--- src/rtl/fetch_ctrl.sv ---
`default_nettype none
// ============================================================================
// Module      : fetch_ctrl
// Description : Instruction-fetch sequencer. It owns the program counter and
//               issues at most one request at a time to instruction memory
//               over a req/gnt/rvalid handshake. Returned instructions are
//               buffered in a DEPTH-entry FIFO toward decode (valid/ready).
//               A branch redirect flushes the FIFO and discards any response
//               that is still in flight.
// Revision    : 1.0 - initial release
// ----------------------------------------------------------------------------
// Ports
//   clk          in   1  clock, rising edge
//   reset        in   1  asynchronous reset, active low
//   fetch_en     in   1  1 = keep fetching; 0 = finish outstanding, then idle
//   redirect     in   1  taken branch/jump, one-cycle pulse
//   redirect_pc  in   N  branch target (bits [1:0] ignored)
//   imem_req     out  1  request to instruction memory
//   imem_addr    out  N  request address
//   imem_gnt     in   1  memory accepted the request this cycle
//   imem_rvalid  in   1  response valid
//   imem_rdata   in   N  response instruction
//   instr_valid  out  1  FIFO head valid
//   instr_ready  in   1  decode accepts the head
//   instr        out  N  head instruction
//   instr_pc     out  N  PC of the head instruction
//   pc_4         out  N  instr_pc + 4
// ============================================================================
module fetch_ctrl #(
  parameter int          N        = 32,
  parameter logic [N-1:0] RESET_PC = '0,
  parameter int          DEPTH    = 2
) (
  input  logic         clk,
  input  logic         reset,
  input  logic         fetch_en,
  input  logic         redirect,
  input  logic [N-1:0] redirect_pc,
  output logic         imem_req,
  output logic [N-1:0] imem_addr,
  input  logic         imem_gnt,
  input  logic         imem_rvalid,
  input  logic [N-1:0] imem_rdata,
  output logic         instr_valid,
  input  logic         instr_ready,
  output logic [N-1:0] instr,
  output logic [N-1:0] instr_pc,
  output logic [N-1:0] pc_4
);

  localparam int             AW   = $clog2(DEPTH);
  localparam int             CW   = AW + 1;
  localparam logic [CW-1:0]  FULL = CW'(DEPTH);

  typedef enum logic [1:0] {
    S_IDLE  = 2'd0,
    S_REQ   = 2'd1,
    S_WAIT  = 2'd2,
    S_DRAIN = 2'd3
  } state_t;

  state_t        state;
  state_t        state_nx;
  logic [N-1:0]  pc;
  logic [N-1:0]  pc_nx;
  logic [N-1:0]  req_pc;
  logic [CW-1:0] count;
  logic [CW-1:0] count_nx;
  logic          req_q;

  logic [AW-1:0] rd_ptr;
  logic [AW-1:0] wr_ptr;
  logic [N-1:0]  fifo_data [DEPTH];
  logic [N-1:0]  fifo_pc   [DEPTH];

  logic grant;
  logic push;
  logic pop;

  assign grant = (state == S_REQ) && req_q && imem_gnt;
  // A response arriving in the same cycle as a redirect belongs to the old
  // path and is dropped.
  assign push  = (state == S_WAIT) && imem_rvalid && !redirect;
  // The flush wins over a simultaneous pop.
  assign pop   = (count != '0) && instr_ready && !redirect;

  // --------------------------------------------------------------------------
  // Next-state / next-count / next-pc
  // --------------------------------------------------------------------------
  always_comb begin
    state_nx = state;
    pc_nx    = pc;
    count_nx = count + CW'(push) - CW'(pop);

    if (grant) begin
      pc_nx = pc + N'(4);
    end

    if (redirect) begin
      pc_nx    = redirect_pc & ~N'(3);
      count_nx = '0;
      unique case (state)
        // One response is still owed unless it is arriving right now.
        S_WAIT:  state_nx = imem_rvalid ? S_REQ : S_DRAIN;
        S_REQ:   state_nx = grant       ? S_DRAIN : S_REQ;
        S_DRAIN: state_nx = imem_rvalid ? S_REQ : S_DRAIN;
        default: state_nx = S_REQ;
      endcase
    end else begin
      unique case (state)
        S_IDLE: begin
          if (fetch_en) state_nx = S_REQ;
        end
        S_REQ: begin
          if (grant)          state_nx = S_WAIT;
          else if (!fetch_en) state_nx = S_IDLE;
        end
        S_WAIT: begin
          if (imem_rvalid) state_nx = fetch_en ? S_REQ : S_IDLE;
        end
        S_DRAIN: begin
          if (imem_rvalid) state_nx = S_REQ;
        end
        default: state_nx = S_IDLE;
      endcase
    end
  end

  // --------------------------------------------------------------------------
  // FSM and PC registers. imem_req is registered: it is computed from the
  // next state and next occupancy, which gives the same value a decode of
  // (state==REQ && count<DEPTH) would give one cycle later.
  // --------------------------------------------------------------------------
  always_ff @(posedge clk or negedge reset) begin
    if (!reset) begin
      state  <= S_IDLE;
      pc     <= RESET_PC;
      req_pc <= '0;
      count  <= '0;
      req_q  <= 1'b0;
    end else begin
      state <= state_nx;
      pc    <= pc_nx;
      count <= count_nx;
      req_q <= (state_nx == S_REQ) && (count_nx < FULL);
      if (grant) begin
        req_pc <= pc;
      end
    end
  end

  // --------------------------------------------------------------------------
  // Instruction FIFO (circular buffer, DEPTH is a power of two so the
  // pointers wrap naturally).
  // --------------------------------------------------------------------------
  always_ff @(posedge clk or negedge reset) begin
    if (!reset) begin
      rd_ptr <= '0;
      wr_ptr <= '0;
      for (int i = 0; i < DEPTH; i++) begin
        fifo_data[i] <= '0;
        fifo_pc[i]   <= '0;
      end
    end else if (redirect) begin
      rd_ptr <= '0;
      wr_ptr <= '0;
    end else begin
      if (push) begin
        fifo_data[wr_ptr] <= imem_rdata;
        fifo_pc[wr_ptr]   <= req_pc;
        wr_ptr            <= wr_ptr + AW'(1);
      end
      if (pop) begin
        rd_ptr <= rd_ptr + AW'(1);
      end
    end
  end

  assign imem_req    = req_q;
  assign imem_addr   = pc;
  assign instr_valid = (count != '0);
  assign instr       = fifo_data[rd_ptr];
  assign instr_pc    = fifo_pc[rd_ptr];
  assign pc_4        = instr_pc + N'(4);

endmodule
`default_nettype wire

--- config.mk ---
export PLATFORM = sky130hd
export DESIGN_NAME = fetch_ctrl
export DESIGN_NICKNAME = d
export VERILOG_FILES = /design/src/rtl/fetch_ctrl.sv
export SDC_FILE = /design/constraint.sdc
export NUM_CORES = 1
export LEC_CHECK = 0
export CAP_MARGIN = 10
export CORE_UTILIZATION = 31
export DETAILED_ROUTE_END_ITERATION = 12
export SYNTH_ARGS = -nofsm -noshare
export SYNTH_HDL_FRONTEND = slang
export SYNTH_SLANG_ARGS = --single-unit
--- constraint.sdc ---
create_clock -name clk -period 9.6 [get_ports clk]
set_clock_uncertainty 0.2 [all_clocks]
set_input_delay 1.44 -clock clk [delete_from_list [all_inputs] [get_ports clk]]
set_output_delay 1.44 -clock clk [all_outputs]
set_load 0.02 [all_outputs]
==> results of run 1 <==
-- sequential cells by signal (all words and copies together) (netlist names) --
| register | flops |
|---|---|
| fifo_data | 64 |
| fifo_pc | 60 |
| imem_addr | 30 |
| req_pc | 30 |
| count | 2 |
| state | 2 |
| imem_req | 1 |
| rd_ptr | 1 |
| wr_ptr | 1 |
-- layer usage --
metal | vias to the layer above | GRT usage | routed length, um
met5 | - | 0 | 0
met4 | 0 | 0.0489 | 369
met3 | 22 | 0.0252 | 863
met2 | 151 | 0.222 | 9790
met1 | 3183 | 0.215 | 11400
li1 | 3126 | - | -
-- placed cells by master, fill, tap and decap left out, types with 3 or more instances in the layout --
cell type	n
sky130_fd_sc_hd__o21ai_1	7
sky130_fd_sc_hd__and3_1	3
sky130_fd_sc_hd__nand3_1	19
sky130_fd_sc_hd__and4_1	4
sky130_fd_sc_hd__ha_1	4
sky130_fd_sc_hd__dfrtp_1	190
sky130_fd_sc_hd__buf_4	5
sky130_fd_sc_hd__o21ai_0	31
sky130_fd_sc_hd__mux2i_1	12
sky130_fd_sc_hd__nor4_2	7
sky130_fd_sc_hd__nand4b_4	4
sky130_fd_sc_hd__a21o_1	3
sky130_fd_sc_hd__clkdlybuf4s50_1	190
sky130_fd_sc_hd__clkbuf_16	17
sky130_fd_sc_hd__clkinvlp_4	3
sky130_fd_sc_hd__nand2_1	136
sky130_fd_sc_hd__nand4_1	7
sky130_fd_sc_hd__a21oi_1	6
sky130_fd_sc_hd__mux2_2	176
sky130_fd_sc_hd__inv_6	5
sky130_fd_sc_hd__nor2_1	20
sky130_fd_sc_hd__inv_1	20
sky130_fd_sc_hd__nand3b_1	4
sky130_fd_sc_hd__nor3_1	13
sky130_fd_sc_hd__xor2_1	21
sky130_fd_sc_hd__clkinv_4	4
sky130_fd_sc_hd__nor4_1	5
sky130_fd_sc_hd__conb_1	6
sky130_fd_sc_hd__xnor2_1	38
-- power breakdown --
part / internal [uW] / total, uW / switching, uW
clock: 344 / 677 / 333
combinational: 646 / 1280 / 637
sequential: 1020 / 1200 / 181
total: 2010 / 3160 / 1150
-- layout make-up --
class / count / area (um2) / area share
Sequential cell: 191 / 4780 / 0.393
Multi-Input combinational cell: 554 / 4310 / 0.355
Timing Repair Buffer: 197 / 1960 / 0.161
Tap cell: 390 / 488 / 0.0401
Clock buffer: 19 / 443 / 0.0364
Clock inverter: 13 / 106 / 0.00874
Inverter: 20 / 75.1 / 0.00617
-- worst reg2reg max path, cell delays in order, from the launching register on --
cell	delay, ps
sky130_fd_sc_hd__dfrtp_1	410
sky130_fd_sc_hd__nand4b_4	560
sky130_fd_sc_hd__or3_1	790
sky130_fd_sc_hd__nor4_1	420
sky130_fd_sc_hd__xnor2_1	160
sky130_fd_sc_hd__o21ai_0	80
-- stage by stage --
| stage | total power [uW] | cell area [um2] | instances |
|---|---|---|---|
| finish | 3160 | 12200 | 1384 |
| detailed placement | 2510 | 11600 | 1352 |
| global route | 3350 | 12200 | 1384 |
| floorplan | 1900 | 9410 | 811 |
| global placement | 2500 | 11600 | 1352 |
| CTS | 3210 | 12200 | 1384 |
-- final timing paths --
kind,slack (ps),depth (start not counted),end,start
max,3880,7,pc_4[30],rd_ptr
min,300,2,req_pc[25],req_pc[25]
max reg2reg,6820,5,imem_addr[31],state[1]
min reg2reg,300,2,req_pc[25],req_pc[25]
max in group asynchronous,6670,2,req_pc[16],reset
min in group asynchronous,920,1,fifo_data[36],reset
-- cells by family after synthesis --
group                    Yosys count  synth area share
XOR/XNOR                          59            0.0550
AO/OA/AOI/OAI                     57            0.0374
multiplexers                     188             0.224
buffers and inverters             66            0.0345
other                              1          0.000399
adder cells (fa/ha/maj)            4           0.00533
flip-flops                       191             0.509
AND/OR/NAND/NOR                  240             0.134
==> impl_results.md, run 1 <==
* Run status: finished, final reports clean
* Tot GR Track Use at 0.148
* Critical path endpoint category: output pin
* Syn Inst Count at 806
* Congestion Overflow GR at 0
* CTS Root Cell: sky130_fd_sc_hd__clkbuf_16
* H-tree levels at 4
* Time the worst path needs with I/O delays and setup at 5720 ps
* Biggest fanout along the worst timing path at 68
* Vias in the first global route at 6,435
* Number of buffer cells added on primary ports at 192
* Placement-stage worst setup slack at 4240 ps
* Post-route setup slack at 3880 ps
* Asr flop ratio synth at 1.00
* Io pins at 201
* Hold violation count in the final report at 0
* Number of buffers inserted by post-CTS setup repair at 0
* Number of buffer and inverter instances along the worst setup path at 2
* Count leader, synth: sky130_fd_sc_hd__dfrtp_1
* Maximum ir drop on the vdd rail at 0.124 mV
* Vias after detailed routing at 6,482
* Required time of the worst setup path at 7960 ps
* Share of post-route cells with drive strength above 1 at 0.242
* Total detailed-routing wirelength at 22.4 mm
* Number of pins with negative max-slew slack in the final report at 0
* Area growth from synthesis to layout at 29.6%
* Delay contributed by the slowest stage of the critical path at 740 ps
* Worst-Skew Late Latency at 440 ps
* Share of the synthesized area in the top cell type at 0.509
* Setup repair after global routing missed its margin: no
* Average instance area after synthesis at 11.6 um2
* Period Utilization, post-route at 0.596
* Total die area at 31,000 um2
* Wire length of the first global-routing pass at 35.7 mm
* Net total in the final layout at 1,056
* Antenna Diode Count at 0
* Highest clock rate at 0.175 GHz
* Arrival time reported for the critical path endpoint at 4080 ps
* Starting density of the core at 0.316
* Worst slew margin relative to its limit at 0.343
* Tightest Hold Check Type: register to register
* Total DRC errors in the routed layout at 0
* TritonCTS clock tree: built
* Dominant cell type by area after synthesis: sky130_fd_sc_hd__dfrtp_1
* Average detailed-routed wire length per instance at 16.2 um
* Pwr per Cell Area at 260 nW/um2
* Crit path max-delay family: buffers and inverters
* Leakage power at 0.00546 uW
* Synth unique cells at 49
* Actual transition at the worst max-transition pin at 985 ps
* Fin Hold WS at 300 ps
* Clock input transition at the sequential cells of the worst setup and hold paths at 80 ps
* Area of the core at 29,700 um2
* Pre-antenna DRT Iters at 4
* Number of endpoints failing setup at the final stage at 0
* Core Rows at 63
* Element type at the critical path start: register
* Ratio of routed vias to standard cells at 4.68
* Number of filler instances in the final layout at 2,908
* Hold buffers post-CTS at 0
* Number of design-rule violations left by the first detailed-router iteration at 335
* Commonest cells post-synth: 191 x sky130_fd_sc_hd__dfrtp_1, 176 x sky130_fd_sc_hd__mux2_2, 137 x sky130_fd_sc_hd__nand2_1
* Half-perimeter wire length after placement at 15.3 mm
* Buffers from clock root to sink, at most at 2
* Number of flip-flops and latches in the synthesized netlist at 191
* Cell type of the slowest stage on the worst timing path: sky130_fd_sc_hd__buf_4
* Number of buffers inserted during clock tree synthesis at 17
* Post-synth top flop: sky130_fd_sc_hd__dfrtp_1
* Final antenna-violating net count at 0
* Synth area leaders: sky130_fd_sc_hd__dfrtp_1 51%, sky130_fd_sc_hd__mux2_2 21%, sky130_fd_sc_hd__nand2_1 5.5%
* Sink count of the clock tree at 191
* Classification of the worst setup path: register to output pin
* Y dimension of the die at 176 um
* Die width at 176 um
* Mapped cell area at 9390 um2
* Largest net degree at the start of global routing at 118
* Setup TNS at 0 ps
* Max-cap check violation count at 0
* EDFF count, synth at 0
* Antenna violations before repair at 0
* Final design utilization at 0.409
* Number of instances resized during post-cts repair at 0
* Last weighted congestion value of the routability-driven placer at 0.768
* Sequential-to-total area share from yosys stat at 0.509
* Yosys synthesis warning count at 0
* Sequence of cells on the critical path: buf_4 -> nand4_2 -> a211oi_4 -> nand4_1 -> nor4_2 -> xor2_1 -> clkdlybuf4s50_1
No activity file was read; power rests on OpenSTA's default activity.
==> run 2, diff against run 1 <==
Clock period 9.6 ns to 5.35 ns, I/O delays scaled along.
==> run 2 against run 1 <==
Against the previous run:
- die area did not move
- hold slack got worse by 1.3 ps
- combinational power grew 80%
- clock-buffer cell count fell by 2
- sequential share of layout area decreased by 0.30 points
- largest power group unchanged
- highest routed layer unchanged
==> impl_results.md, run 2 (synthesized netlist as in run 1, its figures left out) <==
* FF-to-FF path depth at 6
* Number of placed cells counting well taps at 1,357
* Ratio of routed vias to standard cells at 4.60
* Half-perimeter wire length after placement at 15.8 mm
* Clock input transition at the sequential cells of the worst setup and hold paths at 80 ps
* Io pins at 201
* CTS Root Cell: sky130_fd_sc_hd__clkbuf_16
* Delay contributed by the slowest stage of the critical path at 780 ps
* Most used cell, CP: sky130_fd_sc_hd__inv_1
* Actual transition at the worst max-transition pin at 978 ps
* Max-cap check violation count at 0
* Cell type of the slowest stage on the worst timing path: sky130_fd_sc_hd__dfrtp_4
* Biggest fanout along the worst timing path at 46
* Core Rows at 63
* Critical path endpoint category: output pin
* Hold violation count in the final report at 0
* Internal Dissipation at 3660 uW
* Die width at 176 um
* H-tree levels at 4
* Highest clock rate at 0.216 GHz
* Congestion Overflow GR at 0
* Net load switching power at 2110 uW
* Register with the highest flop count: fifo_data
* Area of the core at 29,700 um2
* Classification of the worst setup path: register to output pin
* Combinational group share of total power at 0.400
* Net switching fraction of the power at 0.365
* Setup repair after global routing missed its margin: no
* Leading registers by flop count: fifo_data: 64 flops, fifo_pc: 60 flops
* Period Utilization, post-route at 0.864
* Number of buffer and inverter instances along the worst setup path at 3
* Share of post-route cells with drive strength above 1 at 0.247
* Total die area at 31,000 um2
* Antenna violations before repair at 0
* Leakage power at 0.00553 uW
* Antenna Diode Count at 0
* Final antenna-violating net count at 0
* Element type at the critical path start: register
* Tot GR Track Use at 0.150
* Area growth from synthesis to layout at 30.6%
* Arrival time reported for the critical path endpoint at 3620 ps
* Critical path destination: pc_4[30]
* Clock network power share at 0.227
* Worst Setup SP: rd_ptr
* Leading cell types in the layout, fill and taps excluded: 190 x sky130_fd_sc_hd__dfrtp_1, 190 x sky130_fd_sc_hd__clkdlybuf4s50_1, 176 x sky130_fd_sc_hd__mux2_2, 136 x sky130_fd_sc_hd__nand2_1, 38 x sky130_fd_sc_hd__xnor2_1
* Reg2Reg Capture Point: fifo_pc[63]
* Worst R2R Start: state[0]
* Sequence of cells on the critical path: mux2i_1 -> inv_1 -> ha_1 -> inv_1 -> a211oi_4 -> nand4_1 -> nor4_2 -> xor2_1 -> clkdlybuf4s50_1
* Largest register FFs at 64
* Pre-antenna DRT Iters at 4
* Final standard cell count with taps included and fillers excluded at 1,389
* Largest net degree at the start of global routing at 117
* Number of buffers inserted during clock tree synthesis at 17
* Net total in the final layout at 1,061
* Worst slew margin relative to its limit at 0.346
* Buffers from clock root to sink, at most at 2
* TritonCTS clock tree: built
* Starting density of the core at 0.316
* Vias after detailed routing at 6,387
* Number of endpoints failing setup at the final stage at 0
* Time the worst path needs with I/O delays and setup at 4620 ps
* Logic depth of the worst path, buffers included at 9
* Average detailed-routed wire length per instance at 16.0 um
* Tightest Hold Check Type: register to register
* Wire length of the first global-routing pass at 36.8 mm
* Number of buffer cells added on primary ports at 192
* Vias in the first global route at 6,658
* Maximum ir drop on the vdd rail at 0.232 mV
* Reg2Reg Setup Slack at 2660 ps
* Crit path max-delay family: buffers and inverters
* Hold buffers post-CTS at 0
* Share of total power in sequential cells at 0.373
* Sink count of the clock tree at 191
* Number of pins with negative max-slew slack in the final report at 0
* Pwr per Cell Area at 470 nW/um2
* Number of instances resized during post-cts repair at 0
* Number of buffers inserted by post-CTS setup repair at 0
* Number of design-rule violations left by the first detailed-router iteration at 357
* Y dimension of the die at 176 um
* Run status: finished, final reports clean
* Worst-Skew Late Latency at 430 ps
* Required time of the worst setup path at 4350 ps
* Last weighted congestion value of the routability-driven placer at 0.797
* Total DRC errors in the routed layout at 0
* Total detailed-routing wirelength at 22.3 mm
* Setup TNS at 0 ps
run 2: cell count changes in the layout (fill, tap and decap cells not counted), sizes merged:
cell / delta
inv: +4
bufinv: +1
buf: +5
clkinvlp: -3
clkbuf: -2
run 2: cell type report:
type	count	area, um2
clock buffers	17	425
clock inverters	15	169
fillers	2864	17500
inverters	20	75.1
multi-input cells	554	4310
flip-flops and latches	191	4780
well taps	390	488
repair buffers	202	2010
run 2: worst min path at each step:
stage	from	depth (start not counted)	end
global placement	fifo_data[15]	1	fifo_data[15]
floorplan	req_pc[2]	2	req_pc[2]
finish	req_pc[7]	2	req_pc[7]
global route	fifo_data[5]	1	fifo_data[5]
detailed placement	fifo_pc[31]	1	fifo_pc[31]
CTS	fifo_data[5]	1	fifo_data[5]
run 2: power groups by stage:
stage | Clock [uW] | Sequential [uW] | Combinational [uW]
global route | 1420 | 2220 | 2480
finish | 1310 | 2150 | 2310
detailed placement | 0 | 2190 | 2330
CTS | 1350 | 2160 | 2340
floorplan | 0 | 2090 | 1330
global placement | 0 | 2170 | 2320
run 2: per-layer routing:
metal  part of all wire  global-route usage  vias to the layer above
met5                  0                   0                        -
met4              0.014              0.0457                        0
met3              0.034              0.0233                       17
met2               0.44               0.227                      142
met1               0.51               0.220                     3089
li1                   -                   -                     3139
run 2: tightest hold or removal path: stages, from the launching register on:
cell                      delay (ps)
sky130_fd_sc_hd__dfrtp_1         360
sky130_fd_sc_hd__nand2_1          50
sky130_fd_sc_hd__nand2_1          50
run 2: through the flow:
step	setup WS, ps	hold slack, ps	total power (uW)	utilization	cell area (um2)
floorplan	1260	259	3420	-	9410
global placement	1100	281	4490	0.393	11700
detailed placement	1100	287	4510	0.393	11700
CTS	617	304	5850	0.413	12300
global route	390	313	6120	0.413	12300
finish	725	299	5770	0.413	12300
==> run 3, diff against run 2 <==
Settings changed: MAX_ROUTING_LAYER set to met4.
==> run 3 against run 2 <==
Against the previous run:
- wire length increased by 0.36%
- register-to-register slack about the same
- hold slack about the same
- clock-buffer cell count unchanged
- global-route usage increased by 0.47 points
- largest cell class unchanged
- highest routed layer unchanged
==> impl_results.md, run 3 (synthesized netlist as in run 1, its figures left out) <==
* Setup repair after global routing missed its margin: no
* Crit path max-delay family: buffers and inverters
* Number of pins with negative max-slew slack in the final report at 0
* Share of post-route cells with drive strength above 1 at 0.247
* Worst-Skew Late Latency at 430 ps
* CTS Root Cell: sky130_fd_sc_hd__clkbuf_16
* Ratio of routed vias to standard cells at 4.61
* Hold violation count in the final report at 0
* Biggest fanout along the worst timing path at 46
* Y dimension of the die at 176 um
* Sink count of the clock tree at 191
* Final design utilization at 0.413
* Leading registers by flop count: fifo_data: 64 flops, fifo_pc: 60 flops
* Critical path endpoint category: output pin
* Cell type of the slowest stage on the worst timing path: sky130_fd_sc_hd__dfrtp_4
* Number of buffer and inverter instances along the worst setup path at 3
* Clock input transition at the sequential cells of the worst setup and hold paths at 80 ps
* Classification of the worst setup path: register to output pin
* Met2 wire len at 9.81 mm
* Maximum ir drop on the vdd rail at 0.232 mV
* Total DRC errors in the routed layout at 0
* Highest clock rate at 0.217 GHz
* Leakage power at 0.00553 uW
* Met3 wire len at 741 um
* Total detailed-routing wirelength at 22.4 mm
* Most used cell, CP: sky130_fd_sc_hd__inv_1
* Core Rows at 63
* Element type at the critical path start: register
* Pre-antenna DRT Iters at 4
* Required time of the worst setup path at 4350 ps
* Starting density of the core at 0.316
* Post-route setup slack at 732 ps
* TritonCTS clock tree: built
* Number of buffers inserted during clock tree synthesis at 17
* Antenna Diode Count at 0
* Period Utilization, post-route at 0.863
* DRT met1 WL at 11.5 mm
* Half-perimeter wire length after placement at 15.8 mm
* Area growth from synthesis to layout at 30.6%
* Number of design-rule violations left by the first detailed-router iteration at 371
* Final antenna-violating net count at 0
* Arrival time reported for the critical path endpoint at 3620 ps
* Congestion Overflow GR at 0
* Actual transition at the worst max-transition pin at 966 ps
* Vias in the first global route at 6,651
* Die width at 176 um
* Pwr per Cell Area at 470 nW/um2
* Number of buffers inserted by post-CTS setup repair at 0
* Area of the core at 29,700 um2
* Post-route design area at 12,300 um2
* Setup TNS at 0 ps
* Max-cap check violation count at 0
* Cell Area, Placed at 11,700 um2
* Leading cell types in the layout, fill and taps excluded: 190 x sky130_fd_sc_hd__dfrtp_1, 190 x sky130_fd_sc_hd__clkdlybuf4s50_1, 176 x sky130_fd_sc_hd__mux2_2, 136 x sky130_fd_sc_hd__nand2_1, 38 x sky130_fd_sc_hd__xnor2_1
* Sequence of cells on the critical path: mux2i_1 -> inv_1 -> ha_1 -> inv_1 -> a211oi_4 -> nand4_1 -> nor4_2 -> xor2_1 -> clkdlybuf4s50_1
* Largest net degree at the start of global routing at 117
* Io pins at 201
* Tot GR Track Use at 0.155
* Antenna violations before repair at 0
* Buffers from clock root to sink, at most at 2
* Average detailed-routed wire length per instance at 16.1 um
* Number of instances resized during post-cts repair at 0
* Run status: finished, final reports clean
* Worst slew margin relative to its limit at 0.353
* Tightest Hold Check Type: input port to async pin
* Last weighted congestion value of the routability-driven placer at 0.808
* Register with the highest flop count: fifo_data
* Net total in the final layout at 1,061
* Uppermost metal layer occupied by signal nets: met4
* Delay contributed by the slowest stage of the critical path at 780 ps
* Number of endpoints failing setup at the final stage at 0
* Largest register FFs at 64
* H-tree levels at 4
* Hold buffers post-CTS at 0
* Total die area at 31,000 um2
* Vias after detailed routing at 6,407
* Placement-stage worst setup slack at 1100 ps
* Number of buffer cells added on primary ports at 192
* Time the worst path needs with I/O delays and setup at 4620 ps
* Wire length of the first global-routing pass at 36.8 mm
==> run 3: cell type report <==
class | count | area, um2
clock buffers | 17 | 425
clock inverters | 15 | 169
fillers | 2864 | 17500
inverters | 20 | 75.1
multi-input cells | 554 | 4310
flip-flops and latches | 191 | 4780
well taps | 390 | 488
repair buffers | 202 | 2010
==> run 3: final timing paths <==
path	startpoint	end	slack [ps]	depth (start not counted)
setup / recovery	rd_ptr	pc_4[30]	730	9
hold / removal	reset	fifo_data[4]	300	1
setup reg to reg	state[0]	fifo_pc[63]	2660	6
hold reg to reg	req_pc[7]	req_pc[7]	300	2
max in group asynchronous	reset	req_pc[10]	3690	2
min in group clk	req_pc[7]	req_pc[7]	300	2
==> run 3: power by group <==
group / switching (uW) / leakage (uW) / internal [uW] / total, uW
logic: 1140 / 0.00273 / 1170 / 2310
registers: 327 / 0.00250 / 1830 / 2150
clock network: 636 / 0.000298 / 671 / 1310
==> run 3: routing by layer <==
metal  vias up  GRT usage
met1      3109      0.223
met3        17     0.0217
met4         0     0.0457
met2       147      0.225
li1       3134          -
met5         -          -
==> run 3: per-stage QoR <==
| step | total power, uW | hold WS (ps) | instances |
|---|---|---|---|
| 2_1_floorplan | 3420 | 259 | 811 |
| 3_3_place_gp | 4490 | 281 | 1357 |
| 3_5_place_dp | 4510 | 287 | 1357 |
| 4_1_cts | 5850 | 304 | 1389 |
| 5_1_grt | 6120 | 313 | 1389 |
| 6_report | 5770 | 299 | 1389 |
